--- src/rtl/eeprom_arb_pkg.sv ---
// eeprom_arb_pkg: one-hot state encoding and bus widths shared by the EEPROM request arbiter
package eeprom_arb_pkg;
  localparam int AW = 11;
  localparam int DW = 8;
  localparam logic [3:0] S_IDLE     = 4'b0001;
  localparam logic [3:0] S_ISSUE    = 4'b0010;
  localparam logic [3:0] S_WAIT_END = 4'b0100;
  localparam logic [3:0] S_DONE     = 4'b1000;
endpackage

--- src/rtl/eeprom_req_arbiter_if.sv ---
// eeprom_req_arbiter_if: two requester ports plus the EEPROM controller strobe/data/end-flag bus
// slave modport is the arbiter; master modport is the surrounding system (requesters + controller)
interface eeprom_req_arbiter_if;
  import eeprom_arb_pkg::*;
  logic          req0, req1, we0, we1;
  logic [AW-1:0] addr0, addr1;
  logic [DW-1:0] wdata0, wdata1;
  logic          done0, done1, err, busy;
  logic [DW-1:0] rdata;
  logic          ee_rd, ee_wr, ee_data_oe;
  logic [AW-1:0] ee_addr;
  logic [DW-1:0] ee_wdata, ee_rdata;
  logic          ee_rd_end, ee_wr_end;
  modport slave (
    input  req0, req1, we0, we1, addr0, addr1, wdata0, wdata1, ee_rdata, ee_rd_end, ee_wr_end,
    output done0, done1, rdata, err, busy, ee_rd, ee_wr, ee_addr, ee_wdata, ee_data_oe
  );
  modport master (
    output req0, req1, we0, we1, addr0, addr1, wdata0, wdata1, ee_rdata, ee_rd_end, ee_wr_end,
    input  done0, done1, rdata, err, busy, ee_rd, ee_wr, ee_addr, ee_wdata, ee_data_oe
  );
endinterface

--- src/rtl/eeprom_rr_pick.sv ---
// eeprom_rr_pick: 2-way round-robin picker; req[1:0] + pointer -> granted index idx, vld when any request
module eeprom_rr_pick (
  input  logic [1:0] req,
  input  logic       ptr,
  output logic       idx,
  output logic       vld
);
  always_comb begin
    vld = |req;
    idx = &req ? ptr : req[1];
  end
endmodule

--- src/rtl/eeprom_req_arbiter.sv ---
// eeprom_req_arbiter: round-robin share of one I2C EEPROM controller between two requesters
// Ports: CLK, RESET (sync, active-high); bus (slave modport) carries REQx/WEx/ADDRx/WDATAx in,
// DONEx/RDATA/ERR/BUSY out, and the controller side EE_RD/EE_WR/EE_ADDR/EE_WDATA/EE_DATA_OE out,
// EE_RDATA/EE_RD_END/EE_WR_END in.
// Optional macro EEPROM_ARB_TIMEOUT_EN: WAIT_END gives up after TIMEOUT_CYCLES cycles with ERR.
module eeprom_req_arbiter
  import eeprom_arb_pkg::*;
#(
  parameter int ISSUE_CYCLES   = 4,
  parameter int TIMEOUT_CYCLES = 65535,
  parameter int TO_W           = 16
) (
  input logic CLK,
  input logic RESET,
  eeprom_req_arbiter_if.slave bus
);
  localparam int IW = $clog2(ISSUE_CYCLES);
  logic [3:0]    state_q, state_d;
  logic          ptr_q, ptr_d, gnt_q, gnt_d, we_q, we_d, err_q, err_d;
  logic [AW-1:0] addr_q, addr_d;
  logic [DW-1:0] wdata_q, wdata_d, rdata_q, rdata_d;
  logic [IW-1:0] cnt_q, cnt_d;
  logic          rd_prev_q, wr_prev_q;
  logic          idx, vld, edge_hit, to_hit;

  eeprom_rr_pick u_pick (.req({bus.req1, bus.req0}), .ptr(ptr_q), .idx(idx), .vld(vld));

`ifdef EEPROM_ARB_TIMEOUT_EN
  logic [TO_W-1:0] to_q, to_d;
  always_comb begin
    to_d   = state_q == S_WAIT_END ? to_q + TO_W'(1) : '0;
    to_hit = state_q == S_WAIT_END && to_q == TO_W'(TIMEOUT_CYCLES - 1);
  end
  always_ff @(posedge CLK) to_q <= RESET ? '0 : to_d;
`else
  always_comb to_hit = TO_W == 0 && TIMEOUT_CYCLES == 0;
`endif

  always_comb begin
    // the controller leaves END high until its next start, so only a fresh rise means completion
    edge_hit = we_q ? bus.ee_wr_end & ~wr_prev_q : bus.ee_rd_end & ~rd_prev_q;
    state_d  = state_q;
    ptr_d    = ptr_q;
    gnt_d    = gnt_q;
    we_d     = we_q;
    addr_d   = addr_q;
    wdata_d  = wdata_q;
    rdata_d  = rdata_q;
    err_d    = err_q;
    cnt_d    = state_q == S_ISSUE ? cnt_q - IW'(1) : cnt_q;
    if (state_q == S_IDLE && vld) begin
      state_d = S_ISSUE;
      ptr_d   = ~idx;
      gnt_d   = idx;
      we_d    = idx ? bus.we1 : bus.we0;
      addr_d  = idx ? bus.addr1 : bus.addr0;
      wdata_d = idx ? bus.wdata1 : bus.wdata0;
      cnt_d   = IW'(ISSUE_CYCLES - 1);
    end
    if (state_q == S_ISSUE && cnt_q == '0) state_d = S_WAIT_END;
    if (state_q == S_WAIT_END && (edge_hit || to_hit)) begin
      state_d = S_DONE;
      err_d   = ~edge_hit;
      rdata_d = edge_hit && !we_q ? bus.ee_rdata : rdata_q;
    end
    if (state_q == S_DONE) state_d = S_IDLE;
  end

  always_comb begin
    bus.ee_rd      = state_q == S_ISSUE && !we_q;
    bus.ee_wr      = state_q == S_ISSUE && we_q;
    bus.ee_addr    = addr_q;
    bus.ee_wdata   = wdata_q;
    bus.ee_data_oe = we_q && state_q != S_IDLE;
    bus.done0      = state_q == S_DONE && !gnt_q;
    bus.done1      = state_q == S_DONE && gnt_q;
    bus.err        = state_q == S_DONE && err_q;
    bus.busy       = state_q != S_IDLE;
    bus.rdata      = rdata_q;
  end

  always_ff @(posedge CLK) begin
    if (RESET) begin
      state_q   <= S_IDLE;
      ptr_q     <= 1'b0;
      gnt_q     <= 1'b0;
      we_q      <= 1'b0;
      addr_q    <= '0;
      wdata_q   <= '0;
      rdata_q   <= '0;
      err_q     <= 1'b0;
      cnt_q     <= '0;
      rd_prev_q <= 1'b0;
      wr_prev_q <= 1'b0;
    end else begin
      state_q   <= state_d;
      ptr_q     <= ptr_d;
      gnt_q     <= gnt_d;
      we_q      <= we_d;
      addr_q    <= addr_d;
      wdata_q   <= wdata_d;
      rdata_q   <= rdata_d;
      err_q     <= err_d;
      cnt_q     <= cnt_d;
      rd_prev_q <= bus.ee_rd_end;
      wr_prev_q <= bus.ee_wr_end;
    end
  end
endmodule

--- src/flat_wrapper.sv ---
// flat-port wrapper written by rule: the top's interface ports become plain ports
module eeprom_req_arbiter_flat import eeprom_arb_pkg::*;
#(
  parameter int ISSUE_CYCLES   = 4,
  parameter int TIMEOUT_CYCLES = 65535,
  parameter int TO_W           = 16
)
  (CLK, RESET, bus_req0, bus_req1, bus_we0, bus_we1, bus_addr0, bus_addr1, bus_wdata0, bus_wdata1, bus_ee_rdata, bus_ee_rd_end, bus_ee_wr_end, bus_done0, bus_done1, bus_rdata, bus_err, bus_busy, bus_ee_rd, bus_ee_wr, bus_ee_addr, bus_ee_wdata, bus_ee_data_oe);
  eeprom_req_arbiter_if bus_i ();
  input logic CLK;
  input logic RESET;
  input wire logic [$bits(bus_i.req0)-1:0] bus_req0;
  input wire logic [$bits(bus_i.req1)-1:0] bus_req1;
  input wire logic [$bits(bus_i.we0)-1:0] bus_we0;
  input wire logic [$bits(bus_i.we1)-1:0] bus_we1;
  input wire logic [$bits(bus_i.addr0)-1:0] bus_addr0;
  input wire logic [$bits(bus_i.addr1)-1:0] bus_addr1;
  input wire logic [$bits(bus_i.wdata0)-1:0] bus_wdata0;
  input wire logic [$bits(bus_i.wdata1)-1:0] bus_wdata1;
  input wire logic [$bits(bus_i.ee_rdata)-1:0] bus_ee_rdata;
  input wire logic [$bits(bus_i.ee_rd_end)-1:0] bus_ee_rd_end;
  input wire logic [$bits(bus_i.ee_wr_end)-1:0] bus_ee_wr_end;
  output wire logic [$bits(bus_i.done0)-1:0] bus_done0;
  output wire logic [$bits(bus_i.done1)-1:0] bus_done1;
  output wire logic [$bits(bus_i.rdata)-1:0] bus_rdata;
  output wire logic [$bits(bus_i.err)-1:0] bus_err;
  output wire logic [$bits(bus_i.busy)-1:0] bus_busy;
  output wire logic [$bits(bus_i.ee_rd)-1:0] bus_ee_rd;
  output wire logic [$bits(bus_i.ee_wr)-1:0] bus_ee_wr;
  output wire logic [$bits(bus_i.ee_addr)-1:0] bus_ee_addr;
  output wire logic [$bits(bus_i.ee_wdata)-1:0] bus_ee_wdata;
  output wire logic [$bits(bus_i.ee_data_oe)-1:0] bus_ee_data_oe;
  assign bus_i.req0 = bus_req0;
  assign bus_i.req1 = bus_req1;
  assign bus_i.we0 = bus_we0;
  assign bus_i.we1 = bus_we1;
  assign bus_i.addr0 = bus_addr0;
  assign bus_i.addr1 = bus_addr1;
  assign bus_i.wdata0 = bus_wdata0;
  assign bus_i.wdata1 = bus_wdata1;
  assign bus_i.ee_rdata = bus_ee_rdata;
  assign bus_i.ee_rd_end = bus_ee_rd_end;
  assign bus_i.ee_wr_end = bus_ee_wr_end;
  assign bus_done0 = bus_i.done0;
  assign bus_done1 = bus_i.done1;
  assign bus_rdata = bus_i.rdata;
  assign bus_err = bus_i.err;
  assign bus_busy = bus_i.busy;
  assign bus_ee_rd = bus_i.ee_rd;
  assign bus_ee_wr = bus_i.ee_wr;
  assign bus_ee_addr = bus_i.ee_addr;
  assign bus_ee_wdata = bus_i.ee_wdata;
  assign bus_ee_data_oe = bus_i.ee_data_oe;
  eeprom_req_arbiter #(.ISSUE_CYCLES(ISSUE_CYCLES), .TIMEOUT_CYCLES(TIMEOUT_CYCLES), .TO_W(TO_W)) u_core (.CLK(CLK), .RESET(RESET), .bus(bus_i));
endmodule
--- config.mk ---
export PLATFORM = sky130hd
export DESIGN_NAME = eeprom_req_arbiter_flat
export DESIGN_NICKNAME = d
export VERILOG_FILES = /design/src/rtl/eeprom_arb_pkg.sv /design/src/rtl/eeprom_req_arbiter_if.sv /design/src/rtl/eeprom_rr_pick.sv /design/src/rtl/eeprom_req_arbiter.sv /design/src/flat_wrapper.sv
export SDC_FILE = /design/constraint.sdc
export NUM_CORES = 1
export LEC_CHECK = 0
export ABC_CLOCK_PERIOD_IN_PS = 1700
export CORE_AREA = 2 2 73 75
export CTS_BUF_LIST = sky130_fd_sc_hd__clkbuf_16
export DETAILED_ROUTE_END_ITERATION = 8
export DIE_AREA = 0 0 75 77
export GPL_TIMING_DRIVEN = 0
export PLACE_DENSITY = 0.75
export SYNTH_ARGS = -nofsm -noshare
export SYNTH_HDL_FRONTEND = slang
export SYNTH_HIERARCHICAL = 1
export SYNTH_SLANG_ARGS = --single-unit
--- constraint.sdc ---
create_clock -name CLK -period 1.7 [get_ports CLK]
set_clock_uncertainty 0.2 [all_clocks]
set_input_delay 0.425 -clock CLK [delete_from_list [all_inputs] [get_ports CLK]]
set_output_delay 0.425 -clock CLK [all_outputs]
set_load 0.02 [all_outputs]
==> flow_summary_export.csv <==
group,metric,value,unit
status,status,"finished, violations left",
status,violations,"negative setup slack",
die,dieWidth,75,µm
drt,drtPass1Iterations,4,
layout,synthToLayoutAreaGrowth,89.48,%
setup_path,r2r_start,"u_core/state_q[2]",
synth,synth_area,1760,µm²
setup_path,cp-start-kind,"register",
setup_path,cp-endpoint,"bus_ee_data_oe",
synth,yosys_warnings,6,
pwr,power.switching,0.9563,mW
drt,vias_per_cell,5.117,
layout,diodes,0,
drt,drt-total-wl,5552,µm
die,ioPinCount,88,
grt,grt_pass1_vias,1904,
pwr,p_leak,1.346,nW
pwr,p_int,2.121,mW
grt,grt_overflow,0,
die,rows,26,
setup_path,cp-startpoint,"u_core/state_q[2]",
clock_tree,path_clk_slew,50,ps
layout,layout_common_cells,"clkdlybuf4s50_1, dfxtp_1, a21oi_1",
synth,synth_nets,242,
grt,grt_pass1_wl,8949,µm
synth,async_reset_ff_frac,0,
drt,wl_per_cell,15.05,µm
pwr,swShare,0.3108,
grt,antenna_found_initial,0,
layout,final_util,0.6702,
timing,max_freq,505.8,MHz
synth,synth_area_leader_cell,"dfxtp_1",
drt,num_vias,1888,
layout,drive_gt1_frac,0.3344,
pwr,power,3.077,mW
synth,synth_ff_type,"dfxtp_1",
setup_path,cp-end-kind,"output port",
clock_tree,cts_hold_buf,0,
synth,synth_edf_count,0,
setup_path,critical_path_arrival,1350,ps
pwr,pwr-share-clk,0.282,
placement,place_hpwl,3452,µm
die,dieHeight,77,µm
drt,postRouteAntennaNets,0,
pwr,p_comb_frac,0.357,
synth,synthTopCellsByArea,"dfxtp_1, mux2i_1, a21oi_1, a211oi_1, o21ai_0",
die,dieArea,5775,µm²
setup_path,crit_required,1070,ps
synth,seq_area_frac_synth,0.4435,
grt,grtUsageTotal,0.1987,
pwr,p_per_area,922.4,nW/µm²
synth,synth_cell_types,33,
timing,period_needed,1977,ps
clock_tree,clock_latency,270,ps
timing,fin_crit_sh,1.163,
die,core,4977,µm²
setup_path,r2r_end,"u_core/bus.ee_wdata[6]",
setup_path,r2r_slack,-70,ps
layout,final_common_cell,"clkdlybuf4s50_1",
pwr,pwr-share-seq,0.360,
placement,gp_congestion,0.7782,
timing,setup_slack,-277.0,ps
clock_tree,cts_tree,"built",
synth,syn_avg_cell_area,9.414,µm²
timing,slew_headroom,0.5242,
worst_hold_path,holdPathStages,2,
clock_tree,cts-root-buf,"clkbuf_16",
timing,slew_viol_final,0,
timing,worst_slew_pin_slew,713.8,ps
grt,grt_max_degree,12,
clock_tree,clockBufferDepth,2,
worst_hold_path,min-delay-path-class,"register to register",
synth,ys_ff_latch,39,
drt,drc_errors,0,
clock_tree,clock_sinks,39,
die,initial_core_util,0.3537,
pwr,ir_worst_vdd,586.8,µV
flow_run,drv_cap,0,
timing,setup_violations,31,
clock_tree,cts_buffers,5,
timing,rsz0062_at_grt,"yes",
setup_path,worst-path-max-fanout,6,
placement,numPortBuffers,86,
timing,hold_viol_final,0,
placement,dpl_worst_slack,-627.3,ps
synth,synth_top_area_frac,0.4435,
setup_path,worstSetupPathType,"register to output port",
setup_path,rr_worst_depth,7,
drt,drt_iter0_markers,40,
clock_tree,cts.htree.levels,2,
synth,synth_cells,187,
layout,nNetsFinal,353,
-- layout make-up --
class,count,area (µm²)
buffer,14,108.9
sequential,39,795.8
fill,407,1642
tap,70,87.58
clock inverter,3,12.51
timing repair buffer,105,1033
multi-input combinational,128,1154
clock buffer,5,125.1
inverter,5,18.77
-- worst min path at each step --
stage | from | to | slack, ps
floorplan | u_core/err_q | u_core/err_q | 250
global placement | u_core/bus.rdata[4] | u_core/bus.rdata[4] | 260
detailed placement | u_core/bus.rdata[7] | u_core/bus.rdata[7] | 270
CTS | u_core/bus.rdata[4] | u_core/bus.rdata[4] | 280
global route | u_core/bus.rdata[2] | u_core/bus.rdata[2] | 280
finish | u_core/bus.rdata[6] | u_core/bus.rdata[6] | 260
-- metal layers --
metal	part of all wire	vias up	wire length, µm	track usage
li1	-	911	-	-
met1	0.40	889	2212	0.2415
met2	0.50	73	2776	0.3149
met3	0.075	15	419	0.07622
met4	0.026	0	144	0.06964
met5	0	-	0	0
-- cells in the mapped netlist (all sizes together) (2+ instances only) --
cell type / n
mux2i: 20
nand3: 9
and2: 4
or3b: 2
buf: 8
clkbuf: 8
a211oi: 20
nor3b: 2
a21oi: 36
nor2b: 4
nor2: 2
dfxtp: 39
inv: 5
o21ai: 10
or2: 2
nor4b: 4
-- power by group through the flow --
stage	combinational [mW]	sequential (mW)	clock [mW]
finish	1.10	1.11	0.869
global route	1.18	1.12	0.922
CTS	1.01	1.10	0.881
detailed placement	0.839	1.12	0
global placement	0.832	1.12	0
floorplan	0.372	1.20	0
-- flip-flops by register name, summed over array words and instances (netlist names) --
| signal | count |
|---|---|
| u_core/cnt_q | 2 |
| u_core/rd_prev_q | 1 |
| u_core/bus.ee_addr | 11 |
| u_core/we_q | 1 |
| u_core/gnt_q | 1 |
| u_core/ptr_q | 1 |
| u_core/bus.rdata | 8 |
| u_core/bus.ee_wdata | 8 |
| u_core/wr_prev_q | 1 |
| u_core/err_q | 1 |
| u_core/state_q | 4 |
-- stage by stage --
step | setup TNS (ps) | hold WS [ps] | cells | area (µm²)
3_3_place_gp | -20760 | 261.8 | 343 | 2749
6_report | -2970 | 259.5 | 369 | 3336
4_1_cts | -5233 | 278.8 | 365 | 3201
3_5_place_dp | -21400 | 269.2 | 343 | 2749
2_1_floorplan | -27.50 | 252.1 | 187 | 1800
5_1_grt | -5326 | 280.3 | 369 | 3336
-- critical path: stages, from the launching register on --
cell and delay (ps):
dfxtp_4 380, nor4b_4 340, inv_2 70, and2_4 160, buf_6 120
-- kinds of logic (layout without fill, tap and decap cells) --
group | count (synthesis) | count (layout) | synth area share
buf+inv | 21 | 132 | 0.05046
fa+ha+maj | 1 | 1 | 0.007106
simple gates | 35 | 36 | 0.1414
flops | 39 | 39 | 0.4435
xor+xnor | 1 | 1 | 0.004976
mux | 21 | 21 | 0.1201
compound gates | 69 | 69 | 0.2324
-- what timing repair did --
item,4_1_cts,5_1_grt
resized for setup,136,28
pin swaps,6,25
cloned,4,1
setup buffers,11,5
setup endpoints to repair,69,44
No activity file was read; power rests on OpenSTA's default activity.
